`src/rtl/apb_arb_pkg.sv`:
```
// -----------------------------------------------------------------------------
// apb_arb_pkg
// Shared types and constants for the two-master APB arbiter.
//   arb_state_t   : bus-side phase (IDLE / SETUP / ACCESS)
//   mst_idx_t     : 1-bit master index (0 = master 0, 1 = master 1)
//   cnt_width()   : width of the ACCESS timeout counter for a given limit
// -----------------------------------------------------------------------------
package apb_arb_pkg;

    typedef enum logic [1:0] {
        ST_IDLE   = 2'b00,
        ST_SETUP  = 2'b01,
        ST_ACCESS = 2'b10
    } arb_state_t;

    typedef logic mst_idx_t;

    localparam mst_idx_t MST0 = 1'b0;
    localparam mst_idx_t MST1 = 1'b1;

    localparam int unsigned TIMEOUT_DEFAULT = 32'd255;
    localparam int unsigned TIMEOUT_MAX     = 32'd1023;

    // Counter must be able to hold the value TIMEOUT itself.
    function automatic int unsigned cnt_width(input int unsigned timeout);
        return $clog2(timeout + 32'd1);
    endfunction

endpackage

```
`src/rtl/apb_rr_arbiter.sv`:
```
// -----------------------------------------------------------------------------
// apb_rr_arbiter
// Two-way round-robin tie-break. A lone requester always wins; when both
// request, the master that was not granted last wins.
// Ports:
//   req[1:0] : request vector (bit n = master n)
//   last     : index of the master granted most recently
//   gnt      : index of the winning master (MST0 when nobody requests)
// -----------------------------------------------------------------------------
module apb_rr_arbiter
    import apb_arb_pkg::*;
(
    input  logic [1:0] req,
    input  mst_idx_t   last,
    output mst_idx_t   gnt
);

    // Winner selection
    always_comb begin
        gnt = MST0;
        case (req)
            2'b01:   gnt = MST0;
            2'b10:   gnt = MST1;
            2'b11:   gnt = ~last;
            default: gnt = MST0;
        endcase
    end

endmodule

```
`src/rtl/apb_arbiter.sv`:
```
// -----------------------------------------------------------------------------
// apb_arbiter
// Arbitrates two APB masters onto one shared APB slave port. The bus-side
// phase (IDLE/SETUP/ACCESS) is generated here; master-side penable is ignored.
// Ports:
//   clock, reset (async, active-low)
//   m0_* / m1_* : APB requests in (paddr/psel/penable/pprot/pwrite/pwdata/pstrb)
//                 and responses out (pready/prdata/pslverr)
//   out_*       : APB request to the shared slave and its response back
// Parameter:
//   TIMEOUT     : ACCESS cycles without pready before forced termination
//                 (legal 1..1023)
// Build option:
//   APB_ARB_TIMEOUT_EN : when defined, a stalled ACCESS is terminated after
//                        TIMEOUT wait cycles with pready=1, pslverr=1, prdata=0
//                        to the granted master. When undefined, ACCESS waits
//                        indefinitely.
// -----------------------------------------------------------------------------
module apb_arbiter
    import apb_arb_pkg::*;
#(
    parameter int unsigned TIMEOUT = TIMEOUT_DEFAULT
)(
    input  logic        clock,
    input  logic        reset,

    input  logic [31:0] m0_paddr,
    input  logic        m0_psel,
    input  logic        m0_penable,
    input  logic [2:0]  m0_pprot,
    input  logic        m0_pwrite,
    input  logic [31:0] m0_pwdata,
    input  logic [3:0]  m0_pstrb,
    output logic        m0_pready,
    output logic [31:0] m0_prdata,
    output logic        m0_pslverr,

    input  logic [31:0] m1_paddr,
    input  logic        m1_psel,
    input  logic        m1_penable,
    input  logic [2:0]  m1_pprot,
    input  logic        m1_pwrite,
    input  logic [31:0] m1_pwdata,
    input  logic [3:0]  m1_pstrb,
    output logic        m1_pready,
    output logic [31:0] m1_prdata,
    output logic        m1_pslverr,

    output logic [31:0] out_paddr,
    output logic        out_psel,
    output logic        out_penable,
    output logic [2:0]  out_pprot,
    output logic        out_pwrite,
    output logic [31:0] out_pwdata,
    output logic [3:0]  out_pstrb,
    input  logic        out_pready,
    input  logic [31:0] out_prdata,
    input  logic        out_pslverr
);

    if ((TIMEOUT < 32'd1) || (TIMEOUT > TIMEOUT_MAX)) begin : g_timeout_range
        $error("apb_arbiter: TIMEOUT must be within 1..1023");
    end

    arb_state_t  state_r;
    arb_state_t  state_nxt_s;
    mst_idx_t    grant_r;       // master owning the current transfer
    mst_idx_t    last_r;        // master that completed most recently
    mst_idx_t    rr_gnt_s;
    logic        any_req_s;
    logic        done_s;        // transfer ends this cycle (slave or timeout)
    logic        timeout_hit_s;
    logic        rsp_ready_s;
    logic [31:0] rsp_data_s;
    logic        rsp_err_s;
    logic        unused_penable_s;

    // Master-side penable carries no information for the arbiter.
    assign unused_penable_s = m0_penable ^ m1_penable;

    assign any_req_s = m0_psel | m1_psel;
    assign done_s    = (state_r == ST_ACCESS) && (out_pready || timeout_hit_s);

    apb_rr_arbiter u_rr (
        .req  ({m1_psel, m0_psel}),
        .last (last_r),
        .gnt  (rr_gnt_s)
    );

`ifdef APB_ARB_TIMEOUT_EN
    localparam int unsigned CNT_W = cnt_width(TIMEOUT);

    logic [CNT_W-1:0] to_cnt_r;

    // The slave response wins over a timeout landing on the same cycle.
    assign timeout_hit_s = (state_r == ST_ACCESS) && !out_pready &&
                           (to_cnt_r == CNT_W'(TIMEOUT));

    // Wait-cycle counter: zero outside ACCESS, so it starts at 0 on entry
    always_ff @(posedge clock or negedge reset) begin
        if (!reset) begin
            to_cnt_r <= {CNT_W{1'b0}};
        end else if (state_r != ST_ACCESS) begin
            to_cnt_r <= {CNT_W{1'b0}};
        end else if (!out_pready && !timeout_hit_s) begin
            to_cnt_r <= to_cnt_r + CNT_W'(1'b1);
        end else begin
            to_cnt_r <= to_cnt_r;
        end
    end
`else
    assign timeout_hit_s = 1'b0;
`endif

    // Phase register
    always_ff @(posedge clock or negedge reset) begin
        if (!reset) begin
            state_r <= ST_IDLE;
        end else begin
            state_r <= state_nxt_s;
        end
    end

    // Grant capture on IDLE->SETUP; last-grant update on completion.
    // last_r resets to master 1 so that master 0 wins the first tie.
    always_ff @(posedge clock or negedge reset) begin
        if (!reset) begin
            grant_r <= MST0;
            last_r  <= MST1;
        end else begin
            if ((state_r == ST_IDLE) && any_req_s) begin
                grant_r <= rr_gnt_s;
            end else begin
                grant_r <= grant_r;
            end
            if (done_s) begin
                last_r <= grant_r;
            end else begin
                last_r <= last_r;
            end
        end
    end

    // Next-phase logic; illegal encodings fall back to IDLE
    always_comb begin
        state_nxt_s = ST_IDLE;
        case (state_r)
            ST_IDLE: begin
                if (any_req_s) begin
                    state_nxt_s = ST_SETUP;
                end else begin
                    state_nxt_s = ST_IDLE;
                end
            end
            ST_SETUP: begin
                state_nxt_s = ST_ACCESS;
            end
            ST_ACCESS: begin
                if (done_s) begin
                    state_nxt_s = ST_IDLE;
                end else begin
                    state_nxt_s = ST_ACCESS;
                end
            end
            default: begin
                state_nxt_s = ST_IDLE;
            end
        endcase
    end

    // Slave-side request mux and response selection for the granted master
    always_comb begin
        out_psel    = 1'b0;
        out_penable = 1'b0;
        out_paddr   = 32'h0000_0000;
        out_pprot   = 3'b000;
        out_pwrite  = 1'b0;
        out_pwdata  = 32'h0000_0000;
        out_pstrb   = 4'b0000;
        rsp_ready_s = 1'b0;
        rsp_data_s  = 32'h0000_0000;
        rsp_err_s   = 1'b0;
        if ((state_r == ST_SETUP) || (state_r == ST_ACCESS)) begin
            // A forced termination drops the slave select on its own cycle.
            out_psel    = !timeout_hit_s;
            out_penable = (state_r == ST_ACCESS) && !timeout_hit_s;
            if (grant_r == MST1) begin
                out_paddr  = m1_paddr;
                out_pprot  = m1_pprot;
                out_pwrite = m1_pwrite;
                out_pwdata = m1_pwdata;
                out_pstrb  = m1_pstrb;
            end else begin
                out_paddr  = m0_paddr;
                out_pprot  = m0_pprot;
                out_pwrite = m0_pwrite;
                out_pwdata = m0_pwdata;
                out_pstrb  = m0_pstrb;
            end
        end else begin
            out_psel = 1'b0;
        end
        if (state_r == ST_ACCESS) begin
            if (timeout_hit_s) begin
                rsp_ready_s = 1'b1;
                rsp_data_s  = 32'h0000_0000;
                rsp_err_s   = 1'b1;
            end else begin
                rsp_ready_s = out_pready;
                rsp_data_s  = out_prdata;
                rsp_err_s   = out_pslverr;
            end
        end else begin
            rsp_ready_s = 1'b0;
        end
    end

    // Response routing: only the granted master ever sees a non-zero response
    always_comb begin
        m0_pready  = 1'b0;
        m0_prdata  = 32'h0000_0000;
        m0_pslverr = 1'b0;
        m1_pready  = 1'b0;
        m1_prdata  = 32'h0000_0000;
        m1_pslverr = 1'b0;
        if (grant_r == MST1) begin
            m1_pready  = rsp_ready_s;
            m1_prdata  = rsp_data_s;
            m1_pslverr = rsp_err_s;
        end else begin
            m0_pready  = rsp_ready_s;
            m0_prdata  = rsp_data_s;
            m0_pslverr = rsp_err_s;
        end
    end

endmodule
```
`config.mk`:
```
export PLATFORM = sky130hd
export DESIGN_NAME = apb_arbiter
export DESIGN_NICKNAME = d
export VERILOG_FILES = /design/src/rtl/apb_arb_pkg.sv /design/src/rtl/apb_rr_arbiter.sv /design/src/rtl/apb_arbiter.sv
export SDC_FILE = /design/constraint.sdc
export NUM_CORES = 1
export LEC_CHECK = 0
export BUFFER_PORTS_ARGS = -buffer_cell sky130_fd_sc_hd__buf_2
export CAP_MARGIN = 0
export CORE_AREA = 3 3 127 129
export CTS_BUF_LIST = sky130_fd_sc_hd__clkbuf_8
export DETAILED_ROUTE_END_ITERATION = 8
export DIE_AREA = 0 0 130 132
export GPL_TIMING_DRIVEN = 1
export SLEW_MARGIN = 20
export SYNTH_ARGS = -nofsm -noshare
export SYNTH_HDL_FRONTEND = slang
export SYNTH_SLANG_ARGS = --single-unit
```
`constraint.sdc`:
```
create_clock -name clock -period 1.35 [get_ports clock]
set_input_delay 0.135 -clock clock [delete_from_list [all_inputs] [get_ports clock]]
set_output_delay 0.135 -clock clock [all_outputs]
set_load 0.1 [all_outputs]
```
== Word level (Yosys, flattened, before mapping) ==
Cells that the tools add are included.

* Equal/unequal tests: 4
* Mux-type cells: 25
* Bitwise logic cells: 2
* Reduce and logical (&&, ||, !) cells: 4

{| class="wikitable"
|+ Operators with widths
! kind !! number
|-
| 32-bit 2-to-1 mux || 7
|-
| 1-bit 2-to-1 mux || 11
|-
| 4-bit 2-to-1 mux || 2
|-
| 2-bit == test (second input constant) || 3
|-
| 3-bit 2-to-1 mux || 2
|-
| 2-bit case mux with 3 select lines || 1
|-
| 2-bit by 1-bit == test with 1-bit output (second input constant) || 1
|-
| 1-bit logical AND || 2
|-
| 2-bit logical NOT || 1
|-
| 2-bit 2-to-1 mux || 1
|-
| 1-bit case mux with 2 select lines || 1
|-
| 1-bit logical OR || 1
|-
| 1-bit NOT || 1
|-
| 1-bit bitwise OR || 1
|}

* Flip-flop bits (word level): 4
* Input port bits: 184
* Output and inout bits: 142
* Word-level logic and storage cells: 38

== Longest topological paths before layout ==
Gate-level depths: netlist (run 1).

* Word-level depth: 4
* Gate-level depth with buffers: 6
* Mapped depth without buffers: 4

== Cells and area by module ==
From an unflattened synthesis (run 1), not the netlist that was laid out.

* Cell total of the unflattened synthesis: 258
* Area, all modules: 2127.0 µm²

{| class="wikitable"
|+ Modules (own cells, without submodules)
! module !! times used !! cells an instance !! area an instance (µm²) !! sequential area each (µm²)
|-
| apb_arbiter || 1 || 257 || 2115.8 || 101.3
|-
| apb_rr_arbiter || 1 || 1 || 11.3 || 0.0
|}

== Worst setup path before layout (run 1) ==
Ideal clock, no wire load.

* Path kind: reg-to-output
* From: reg state_r[0]
* To: out out_paddr[0]
* Arrival: 3188 ps
* Data required time: 1215 ps
* Slack: -1973 ps
* Cell stages (with the launch flop): 6
* Path buffers: 2
* Path through: dfrtp_1 > inv_1 > ha_1 > clkbuf_2 > clkbuf_1 > nor2b_1

* Longest elaborated chain between the ends: 3
* Elaborated cells on any way between the ends: 4
* Classes of those cells: 2 x eq/ne; 1 x mux; 1 x reduce/logical

{| class="wikitable"
|+ RTL lines
! element !! RTL line !! RTL
|-
| start, declared || apb_arbiter.sv:65 || <nowiki>arb_state_t state_r;</nowiki>
|-
| start signal, assigned || apb_arbiter.sv:120 || <nowiki>state_r <= state_nxt_s;</nowiki>
|-
| 2-bit by 1-bit == test with 1-bit output or 2-bit == test (tied branches) || apb_arbiter.sv:183 || <nowiki>if ((state_r == ST_SETUP) || (state_r == ST_ACCESS)) begin</nowiki>
|-
| 1-bit logical OR (*) || apb_arbiter.sv:183 ||
|-
| 32-bit 2-to-1 mux (*) || apb_arbiter.sv:183 ||
|-
| end, declared || apb_arbiter.sv:49 || <nowiki>output logic [31:0] out_paddr,</nowiki>
|}

Every way passes the cells marked *; elsewhere a longest branch is shown, timed or not.

== Final worst setup path (run 1) ==
* From: reg state_r[0]
* To: out m0_prdata[27]

* Longest elaborated chain between the ends: 3

{| class="wikitable"
|+ RTL lines
! element !! RTL line !! RTL
|-
| 2-bit == test || apb_arbiter.sv:203 || <nowiki>if (state_r == ST_ACCESS) begin</nowiki>
|-
| 32-bit 2-to-1 mux || apb_arbiter.sv:203 ||
|-
| 32-bit 2-to-1 mux || apb_arbiter.sv:226 || <nowiki>if (grant_r == MST1) begin</nowiki>
|-
| end, declared || apb_arbiter.sv:35 || <nowiki>output logic [31:0] m0_prdata,</nowiki>
|}

Every way passes these cells.

==> flow_summary.yaml, run 1 <==
critical_path:
  startpoint: "state_r[0]"
  cp-end-kind: "output pin"
  worstPathArrival_ps: 1630
  path_buf_inv: 3
  crit_type: "flip-flop to output pin"
  slowest_delay_ps: 380
  worstPathCellList: "inv_2, ha_4, nor2b_4, clkbuf_16, and2_4, buf_12"
  cp_slowest_cell: "dfrtp_1"
  reg2reg_slack_ps: -50
  timing.rr.start: "state_r[1]"
  startpoint_type: "flip-flop"
  crit_path_max_fanout: 6
  crit_family: "buffers and inverters"
  crit_required_ps: 1220
sta:
  fin_worst_skew_ps: 1.03
  tightest_slew_ps: 318
  slew_violations: 0
  fmax_mhz: 568
  hold_ws_ps: 208
  fin_crit_sh: 1.31
  setup_viol: 143
  fin_ws_ps: -412
  period_minus_slack_ps: 1760
  hold_viol_final: 0
  slew_headroom: 0.782
  rsz0062_at_grt: "yes"
logic_synthesis:
  synth_seq_cells: 4
  syn_inst: 259
  synthFlopType: "dfrtp_1"
  synth_top_area_frac: 0.339
  synth.cell_area_sq_um: 2120
  postSynth.asyncResetShare: 1.00
  synthTopCellsByArea: "mux2i_1 34%, nor2b_1 21%, and2_1 10%"
  synth_edf_count: 0
  yosys.area.top_type: "mux2i_1"
  synth_commonest_cells: "72 x mux2i_1, 72 x nor2b_1, 34 x and2_1"
  synth_cell_types: 21
  syn_nets: 447
  ys.warnings.count: 0
  synth_area_per_cell_sq_um: 8.20
  ys_seq_area_frac: 0.0477
finish:
  syn2layout_area_growth_pct: 257
  fin_nets: 807
  instances_no_fill: 806
  drive_gt1_frac: 0.926
  diodes: 0
  final_util: 0.501
clock_network:
  cts_made_buffers: 3
  clk_pin_slew_ps: 30
  cts_tree: "done"
  numClockSinks: 4
  cts_root_buf: "clkbuf_8"
  clock_latency_ps: 220
  ctsHtreeMaxLevel: 1
  clockBufferDepth: 2
route:
  vias: 3263
  via_per_inst: 4.05
  drt-wirelength-per-cell_microns: 15.7
  maxUsedRoutingLayer: "met4"
  met2_length_microns: 7120
  firstDrtPassIters: 4
  wirelength_microns: 12600
  ant_nets: 0
  route.met3.wl_microns: 1100
  drt_iter0_drc: 24
  wl_met1_microns: 4290
  drc: 0
global_route:
  grt_start_max_net_pins: 27
  grt-ovfl-total: 0
  antenna_found_initial: 0
  grt_usage: 0.135
  grt_pass1_vias: 3363
  grt_pass1_wl_microns: 18400
floorplan:
  dieArea_sq_um: 17200
  chipHeight_microns: 132
  num_rows: 45
  core_sq_um: 15100
  initial_core_util: 0.140
  io_pins: 326
  die_w_microns: 130
placed_design:
  port_buffers: 323
  gp_congestion: 0.721
  detailed_place_hpwl_microns: 10100
  dpl.cell_count: 784
flow_run:
  drv_cap: 0
run_status:
  violations: "negative setup slack"
  run_status: "finished with violations"
worst_hold_path:
  hp-start: "m1_psel"
  hp-class: "primary input to flip-flop"
-- final cells by class --
| cell class | instances | area, sq um |
|---|---|---|
| fillers | 1317 | 7550 |
| repair buffers | 382 | 4460 |
| multi-input cells | 226 | 2740 |
| well taps | 188 | 235 |
| flip-flops and latches | 4 | 105 |
| clock buffers | 3 | 41.3 |
| inverters | 2 | 7.51 |
| clock inverters | 1 | 3.75 |
-- per-stage QoR --
stage | setup WS, ps | setup TNS (ps) | instance area, sq um
2_1_floorplan | -954 | -74370 | 2670
3_3_place_gp | -193 | -19340 | 6680
3_5_place_dp | -208 | -19710 | 6680
4_1_cts | -389 | -50150 | 7400
5_1_grt | -481 | -58050 | 7590
6_report | -412 | -47130 | 7590
-- registers in the layout (all words and copies together) (netlist names) --
register	flops
last_r	1
state_r	2
grant_r	1
-- final timing paths --
check | to | cells after the start
worst max-delay path | m0_prdata[27] | 6
worst min-delay path | state_r[0] | 3
worst max register to register | last_r | 6
worst min register to register | last_r | 1
max in group asynchronous | last_r | 2
min in group asynchronous | state_r[0] | 2
-- worst min-delay path: cells and delay by family --
| kind | cells | cell delay, ps |
|---|---|---|
| buffers and inverters | 1 | 110 |
| AND/OR/NAND/NOR | 2 | 130 |
-- logic make-up (layout without fill, tap and decap cells) --
group,after synthesis,after routing,share of synthesized area
AND/OR/NAND/NOR,147,147,0.433
buffers and inverters,29,388,0.144
adder cells (fa/ha/maj),4,4,0.0236
multiplexers,72,72,0.339
flip-flops,4,4,0.0477
AO/OA/AOI/OAI,3,3,0.0124
-- repair_timing --
| action | 4_1_cts | 5_1_grt |
|---|---|---|
| setup endpoints to repair | 143 | 144 |
| buffers inserted | 7 | 3 |
| endpoints found under the hold margin | 4 | 0 |
| cloned | 5 | 3 |
| pin swaps | 1 | 5 |
| hold buffers | 1 | 0 |
| resized for setup | 103 | 25 |
-- cell usage in the layout, fill, tap and decap left out --
cell and n:
buf_2 181, buf_12 149, dfrtp_4 1, ha_4 3, mux2i_2 35, mux2i_1 32, clkbuf_8 3, inv_1 1
buf_6 8, buf_4 34, mux2i_4 5, nor2_1 2, and2_4 34, buf_8 2, nor3b_1 1, nand2_1 3
a32o_1 1, and3_4 34, buf_16 5, dlygate4sd3_1 1, dfrtp_1 2, nor2b_4 73, a22o_1 1, a21o_1 1
inv_2 2, ha_1 1, dfstp_2 1, clkbuf_16 2
-- routing by layer --
metal | vias to the layer above | track usage
met5 | - | 0
met4 | 0 | 0.0219
li1 | 1592 | -
met2 | 191 | 0.273
met3 | 9 | 0.0263
met1 | 1471 | 0.141
Power of run 1 is left out: the tool's default activity adds up to more than one toggle a clock period on the data nets, which glitch-free logic cannot reach.
==> run 2: changes to the inputs <==
--- a/config.mk
+++ b/config.mk
@@ -5,12 +5,12 @@
 export SDC_FILE = /design/constraint.sdc
 export NUM_CORES = 1
 export LEC_CHECK = 0
-export BUFFER_PORTS_ARGS = -buffer_cell sky130_fd_sc_hd__buf_2
 export CAP_MARGIN = 0
-export CORE_AREA = 3 3 127 129
+export CORE_AREA = 3 3 125 127
 export CTS_BUF_LIST = sky130_fd_sc_hd__clkbuf_8
 export DETAILED_ROUTE_END_ITERATION = 8
-export DIE_AREA = 0 0 130 132
+export DIE_AREA = 0 0 128 130
+export DONT_BUFFER_PORTS = 1
 export GPL_TIMING_DRIVEN = 1
 export SLEW_MARGIN = 20
 export SYNTH_ARGS = -nofsm -noshare
==> flow_summary.yaml, run 2 (synthesized netlist as in run 1, its figures left out) <==
global_route:
  use_met2: 0.252
  grt_pass1_vias: 2790
  grt_usage: 0.126
  antenna_found_initial: 0
  grt_busiest_layer: "met2"
  met3_usage: 0.0237
  grt-ovfl-total: 0
  grt_start_max_net_pins: 34
  grt_pass1_wl_microns: 16200
  use_met1: 0.134
floorplan:
  num_rows: 44
  chipHeight_microns: 130
  initial_core_util: 0.146
  core_sq_um: 14500
  die_w_microns: 128
  dieArea_sq_um: 16600
  io_pins: 326
finish:
  final_util: 0.429
  top_regs: "state_r: 2 flops, grant_r: 1 flops, last_r: 1 flops"
  drive_gt1_frac: 0.858
  largest_reg_flops: 2
  fillers: 1295
  fin_nets: 591
  syn2layout_area_growth_pct: 193
  diodes: 0
  top_register: "state_r"
  mostFrequentLayoutCell: "buf_12"
  instances_no_fill: 586
  mostFrequentLayoutCells: "119 x buf_12, 73 x nor2b_4, 44 x mux2i_1, 34 x and3_4, 34 x and2_4"
critical_path:
  crit_path_max_fanout: 8
  cpMostUsedCell: "buf_12"
  crit_type: "flip-flop to output pin"
  worstPathArrival_ps: 1720
  path_buf_inv: 5
  slowest_delay_ps: 350
  cp_slowest_cell: "dfrtp_1"
  crit_family: "buffers and inverters"
  cp-end-kind: "output pin"
  crit_required_ps: 1220
  worstPathCellList: "inv_2, buf_6, ha_4, buf_12, clkbuf_16, nor2b_4, buf_12"
  startpoint_type: "flip-flop"
sta:
  hold_ws_ps: 94.7
  fin_ws_ps: -504
  tns_ps: -59760
  slew_headroom: 0.740
  slew_violations: 0
  setup_viol: 143
  tightest_slew_ps: 379
  hold_viol_final: 0
  fin_worst_skew_ps: 6.72
  period_minus_slack_ps: 1850
  fin_crit_sh: 1.37
  rsz0062_at_grt: "yes"
  fmax_mhz: 539
route:
  vias: 2613
  wirelength_microns: 13300
  drc: 0
  drt-wirelength-per-cell_microns: 22.6
  ant_nets: 0
  via_per_inst: 4.46
  drt_iter0_drc: 35
  firstDrtPassIters: 4
clock_network:
  ctsHtreeMaxLevel: 1
  clock_latency_ps: 230
  cts_made_buffers: 3
  clk_pin_slew_ps: 40
  numClockSinks: 4
  cts_root_buf: "clkbuf_8"
  clockBufferDepth: 2
  cts_tree: "done"
flow_run:
  drv_cap: 0
run_status:
  violations: "negative setup slack"
  run_status: "finished with violations"
placed_design:
  dpl.cell_count: 545
  gp_congestion: 0.737
  detailed_place_hpwl_microns: 8780
  port_buffers: 0
worst_hold_path:
  hp-class: "primary input to flip-flop"
## run 2: cell count changes in the layout (fill, tap and decap cells not counted), moves of 4 or more
cell and change:
buf_16 +6, mux2i_2 -8, buf_2 -181, buf_4 -22, mux2i_1 +12, buf_12 -30, clkbuf_16 +5, mux2i_4 -4
## run 2: layout make-up
type	instances	area, sq um	area share
inverter	2	10.0	0.00161
sequential	4	105	0.0169
multi-input combinational	226	2660	0.427
tap	184	230	0.0369
timing repair buffer	166	3180	0.510
clock inverter	1	3.75	0.000602
clock buffer	3	41.3	0.00663
## run 2: layer usage
metal  routed length [microns]  share of wire  vias to the layer above
met1                      4440           0.33                     1232
met5                         0              0                        -
met4                       204          0.015                        0
met3                      1080          0.082                       15
met2                      7540           0.57                      206
li1                          -              -                     1160
## run 2: worst paths after layout
path / start / end / slack, ps / cells after the start
worst max-delay path: state_r[0] / out_pwdata[12] / -500 / 7
worst min-delay path: out_pready / last_r / 90 / 2
worst max register to register: grant_r / last_r / -40 / 5
worst min register to register: last_r / last_r / 510 / 1
max in group asynchronous: reset / last_r / 900 / 1
min in group asynchronous: reset / grant_r / 190 / 1
## run 2: timing repair
item,in CTS,in global routing
pin swaps,12,12
endpoints found under the setup margin,141,145
setup buffers,18,5
cloned,8,9
hold buffers,1,0
gates resized for setup,66,71
endpoints found under the hold margin,4,0
## run 2: stage by stage
stage / setup WS, ps / cell area [sq um]
2_1_floorplan: -954 / 2670
3_3_place_gp: -302 / 5000
3_5_place_dp: -306 / 5000
4_1_cts: -500 / 5720
5_1_grt: -567 / 6230
6_report: -504 / 6230
Power of run 2 is left out for the same reason.
